File: src/rtl/demorgan_pipe.sv
// demorgan_pipe: two-stage valid/ready pipeline that evaluates both sides of a
// selectable De Morgan identity over WIDTH-bit operands, flags any disagreement
// between the two sides, and keeps saturating transaction and mismatch counts.
// fault_mask is XOR'd into the left-hand side so the error path can be exercised.
module demorgan_pipe #(
  parameter int WIDTH = 8,
  parameter int CNT_W = 16
) (
  input  logic             clk,
  input  logic             rst_n,
  input  logic             in_valid,
  output logic             in_ready,
  input  logic [WIDTH-1:0] a,
  input  logic [WIDTH-1:0] b,
  input  logic [1:0]       mode,
  input  logic [WIDTH-1:0] fault_mask,
  output logic             out_valid,
  input  logic             out_ready,
  output logic [WIDTH-1:0] y_lhs,
  output logic [WIDTH-1:0] y_rhs,
  output logic             mismatch,
  output logic [CNT_W-1:0] txn_count,
  output logic [CNT_W-1:0] err_count,
  input  logic             clear
);

  // Identity selected by the mode field of a beat.
  typedef enum logic [1:0] {
    MODE_NOR  = 2'd0,  // ~A & ~B   vs  ~(A | B)
    MODE_NAND = 2'd1,  // ~A | ~B   vs  ~(A & B)
    MODE_AND  = 2'd2,  //  A &  B   vs  ~(~A | ~B)
    MODE_OR   = 2'd3   //  A |  B   vs  ~(~A & ~B)
  } mode_e;

  // Stage 1 state
  logic             s1_valid_q, s1_valid_d;
  logic [WIDTH-1:0] s1_a_q, s1_b_q, s1_na_q, s1_nb_q;
  mode_e            s1_mode_q;

  // Stage 2 state (drives the outputs directly)
  logic             out_valid_q, out_valid_d;
  logic [WIDTH-1:0] y_lhs_q, y_lhs_d;
  logic [WIDTH-1:0] y_rhs_q, y_rhs_d;
  logic             mismatch_q, mismatch_d;

  // Counters
  logic [CNT_W-1:0] txn_q, txn_d;
  logic [CNT_W-1:0] err_q, err_d;

  logic             s2_adv;
  logic             in_fire;
  logic             out_fire;
  logic [WIDTH-1:0] lhs_raw, rhs_raw;

  // Stage 2 can take a new beat when it is empty or its beat is leaving now;
  // stage 1 can take one when it is empty or can hand its beat on.
  assign s2_adv   = !out_valid_q || out_ready;
  assign in_ready = !s1_valid_q || s2_adv;
  assign in_fire  = in_valid && in_ready;
  assign out_fire = out_valid_q && out_ready;

  // Stage 1 occupancy: refreshed whenever stage 1 is able to accept.
  always_comb begin
    s1_valid_d = in_ready ? in_valid : s1_valid_q;
  end

  // Stage 1 valid register.
  always_ff @(posedge clk or negedge rst_n) begin
    if (!rst_n) begin
      // NOTE: sequential state uses non-blocking assignments so every register
      // samples pre-edge values regardless of block evaluation order.
      s1_valid_q <= 1'b0;
    end else begin
      s1_valid_q <= s1_valid_d;
    end
  end

  // Stage 1 operand capture on an accepted beat.
  // NOTE: payload registers carry no reset; they are only observed while their
  // valid bit is set, and the valid bits are reset.
  always_ff @(posedge clk) begin
    if (in_fire) begin
      s1_a_q    <= a;
      s1_b_q    <= b;
      s1_na_q   <= ~a;
      s1_nb_q   <= ~b;
      s1_mode_q <= mode_e'(mode);
    end
  end

  // Evaluate both sides of the selected identity from the stage 1 registers.
  always_comb begin
    // NOTE: defaults first so every path assigns every output; no latches.
    lhs_raw = '0;
    rhs_raw = '0;
    unique case (s1_mode_q)
      MODE_NOR: begin
        lhs_raw = s1_na_q & s1_nb_q;
        rhs_raw = ~(s1_a_q | s1_b_q);
      end
      MODE_NAND: begin
        lhs_raw = s1_na_q | s1_nb_q;
        rhs_raw = ~(s1_a_q & s1_b_q);
      end
      MODE_AND: begin
        lhs_raw = s1_a_q & s1_b_q;
        rhs_raw = ~(s1_na_q | s1_nb_q);
      end
      MODE_OR: begin
        lhs_raw = s1_a_q | s1_b_q;
        rhs_raw = ~(s1_na_q & s1_nb_q);
      end
      default: begin
        lhs_raw = '0;
        rhs_raw = '0;
      end
    endcase
  end

  // Stage 2 next state: load on advance, otherwise hold so stalled results stay put.
  always_comb begin
    out_valid_d = s2_adv ? s1_valid_q : out_valid_q;
    y_lhs_d     = y_lhs_q;
    y_rhs_d     = y_rhs_q;
    mismatch_d  = mismatch_q;
    if (s2_adv && s1_valid_q) begin
      y_lhs_d    = lhs_raw ^ fault_mask;
      y_rhs_d    = rhs_raw;
      mismatch_d = |((lhs_raw ^ fault_mask) ^ rhs_raw);
    end
  end

  // Stage 2 result registers.
  always_ff @(posedge clk or negedge rst_n) begin
    if (!rst_n) begin
      out_valid_q <= 1'b0;
      y_lhs_q     <= '0;
      y_rhs_q     <= '0;
      mismatch_q  <= 1'b0;
    end else begin
      out_valid_q <= out_valid_d;
      y_lhs_q     <= y_lhs_d;
      y_rhs_q     <= y_rhs_d;
      mismatch_q  <= mismatch_d;
    end
  end

  // Counter next state: clear has priority, increments stop at all-ones.
  always_comb begin
    txn_d = txn_q;
    err_d = err_q;
    if (clear) begin
      txn_d = '0;
      err_d = '0;
    end else if (out_fire) begin
      if (txn_q != '1)
        txn_d = txn_q + CNT_W'(1);
      if (mismatch_q && (err_q != '1))
        err_d = err_q + CNT_W'(1);
    end
  end

  // Counter registers.
  always_ff @(posedge clk or negedge rst_n) begin
    if (!rst_n) begin
      txn_q <= '0;
      err_q <= '0;
    end else begin
      txn_q <= txn_d;
      err_q <= err_d;
    end
  end

  assign out_valid = out_valid_q;
  assign y_lhs     = y_lhs_q;
  assign y_rhs     = y_rhs_q;
  assign mismatch  = mismatch_q;
  assign txn_count = txn_q;
  assign err_count = err_q;

endmodule

File: config.mk
export PLATFORM = sky130hd
export DESIGN_NAME = demorgan_pipe
export DESIGN_NICKNAME = d
export VERILOG_FILES = /design/src/rtl/demorgan_pipe.sv
export SDC_FILE = /design/constraint.sdc
export NUM_CORES = 1
export LEC_CHECK = 0
export BUFFER_PORTS_ARGS = -buffer_cell sky130_fd_sc_hd__buf_4
export CAP_MARGIN = 20
export CORE_MARGIN = 4
export CORE_UTILIZATION = 40
export CTS_CLUSTER_DIAMETER = 40
export DETAILED_ROUTE_END_ITERATION = 8
export SYNTH_ARGS = -nofsm -noshare
export SYNTH_HDL_FRONTEND = slang
export SYNTH_SLANG_ARGS = --single-unit
File: constraint.sdc
create_clock -name clk -period 2.3 [get_ports clk]
set_input_delay 0.69 -clock clk [delete_from_list [all_inputs] [get_ports clk]]
set_output_delay 0.69 -clock clk [all_outputs]
set_load 0.005 [all_outputs]
==> metrics.txt <==
Mean Syn Cell Area=11.2 µm²; Slew HR=0.549; max cap viols=0; vias in the first global route=3,014; Fmax achieved=0.478 GHz; most common cell after layout, fill and taps aside=buf_4; Root Buffer=clkbuf_8; count of final max-slew check failures=0; Clk Latency, worst-skew pair=0.34 ns; vias per inst=4.98; clock slew at reported path FFs=0.09 ns; antenna-violating nets left=0; die area=11,800 µm²; Seq pwr share=0.505; pre-CTS worst setup slack=0.169 ns; Ant. Diodes=0; PortBufs=81; Crit. Startpoint=s1_mode_q[1]; asr flop ratio synth=0.600; leakage=2.16 nW; Worst setup SP type=register; Final setup viols=0; switch share=0.240; routed len/inst=14.5 µm; Crit Path Class=reg2reg; Period minus WS final=2.09 ns; number of flops mapped to enable cells by yosys=34; IO Count=82; largest net degree at the start of global routing=52; layout cells sized above 1=0.280; height of the chip=109 µm; Critical Path RT=2.51 ns; Core Box Area=9820 µm²; TritonCTS clock tree=built; gr ovfl total=0; First-pass DRT Iterations=4; Hold WC Path Type=in2async; row count=36; Pint=2.71 mW; DP HPWL=6.05 mm; # resized after CTS=0; Clk pwr share=0.350; commonest cells after routing, fill and taps aside=buf_4, dfrtp_1, nor2_1; PwrDens=705 nW/µm²; antenna violations before repair=0; Nets=481; DRC viols=0; routed wire length=8.49 mm; RR Startpoint=s1_mode_q[1]; Layout fillers=912; YS warnings=0; Clock H-tree levels=3; Synth Instances=360; deepest clock path buffer count=2; peak fanout along the critical path=18; Post CTS Setup Buffer Count=0; Crit. End Element=register; Overall Global Routing Usage=0.154; Worst VDD drop=0.000345 V; Final Cycle Share=0.909; unrepaired setup endpoints after global routing=false; post-route setup slack=0.209 ns; Area Growth Syn to Fin=24.8%; Comb pwr share=0.145; clock sinks=85; number of synthesized register bits=85; final core utilization=0.514; initial core utilization=0.412; hold buffer count at CTS=0; Horiz. Die Dim=109 µm; Num CTS Buffers=9; status=finished clean; sw power=854 µW; setup tns final=0 ns; Final Wtd Congestion=0.806; mapped cell area=4050 µm²; DR iter-0 viols=115; syn_nets=393; Worst Path Arrival=2.30 ns; final hold viol count=0; sequential area share after synthesis=0.568; Clock Skew=0.00911 ns; count of cell types in the netlist=43; vias=2,918; Worst-Margin Slew=0.676 ns; Top FF cell, synth=dfrtp_1; global-route wire length before repair=14.1 mm
-- cell usage after synthesis (5+ instances only) --
master / count / area, µm²
nand4_1: 11 / 68.8
clkbuf_1: 6 / 22.5
maj3_1: 6 / 60.1
o32ai_1: 8 / 70.1
nor2_1: 42 / 158
nand3_1: 5 / 25.0
edfxtp_1: 34 / 1020
dfrtp_1: 51 / 1280
a21oi_1: 24 / 120
xor2_1: 34 / 298
inv_1: 19 / 71.3
nand2_1: 23 / 86.3
mux2_2: 15 / 169
a21boi_0: 6 / 45.0
xnor2_1: 9 / 78.8
o21ai_0: 24 / 120
-- worst max-delay path, stage by stage, from the launching register on --
cell and delay, ns:
edfxtp_1 0.66, o21ai_0 0.20, o32ai_1 0.19, xor2_1 0.27, xor2_1 0.12, nor4_1 0.37, a32oi_1 0.15
-- cell type report --
| class | count | area, µm² | area share |
|---|---|---|---|
| multi-input cells | 244 | 1610 | 0.318 |
| clock inverters | 6 | 111 | 0.0221 |
| clock buffers | 10 | 128 | 0.0253 |
| inverters | 19 | 71.3 | 0.0141 |
| well taps | 133 | 166 | 0.0330 |
| flip-flops and latches | 85 | 2300 | 0.455 |
| repair buffers | 89 | 668 | 0.132 |
-- flip-flops by register name (all words and copies together) (netlist names), 2 cells and up --
| name | flops |
|---|---|
| err_count | 16 |
| txn_count | 16 |
| s1_a_q | 8 |
| s1_b_q | 8 |
| s1_na_q | 8 |
| s1_nb_q | 8 |
| y_lhs | 8 |
| y_rhs | 8 |
| s1_mode_q | 2 |
-- stage by stage --
step           hold WS [ns]  cell area [µm²]  total power [mW]  std cells
2_1_floorplan         0.394             4050              2.08        360
3_3_place_gp          0.483             4800              2.34        570
3_5_place_dp          0.480             4800              2.36        570
4_1_cts               0.396             5040              3.62        586
5_1_grt               0.422             5050              3.76        586
6_report              0.382             5050              3.56        586
-- per-layer routing --
metal  track usage  vias to the layer above  wire length (µm)
met4        0.0532                        0                78
met5             0                        -                 0
met2         0.253                       77              4140
li1              -                     1449                 -
met3        0.0382                        6               522
met1         0.197                     1386              3750
-- worst paths after layout --
| check | cells after the start | slack, ns | to |
|---|---|---|---|
| setup / recovery | 6 | 0.21 | mismatch |
| hold / removal | 1 | 0.38 | txn_count[12] |
| setup reg to reg | 6 | 0.21 | mismatch |
| hold reg to reg | 1 | 0.50 | out_valid |
| max in group asynchronous | 1 | 1.46 | y_rhs[4] |
| min in group clk | 1 | 0.50 | out_valid |
-- power groups by stage --
stage | sequential [mW] | clock (mW) | combinational, mW
after floorplan | 1.81 | 0 | 0.266
after global placement | 1.83 | 0 | 0.516
after detailed placement | 1.83 | 0 | 0.526
after CTS | 1.80 | 1.29 | 0.527
after global routing | 1.82 | 1.36 | 0.575
final | 1.80 | 1.24 | 0.516
-- logic make-up after synthesis --
logic type,Yosys count,share of synthesized area
AO/OA/AOI/OAI,70,0.106
XOR/XNOR,43,0.0931
adder cells (fa/ha/maj),8,0.0210
buffers and inverters,31,0.0368
flip-flops,85,0.568
multiplexers,17,0.0467
AND/OR/NAND/NOR,106,0.129
Note: power is estimated with default switching activity, not from simulation.
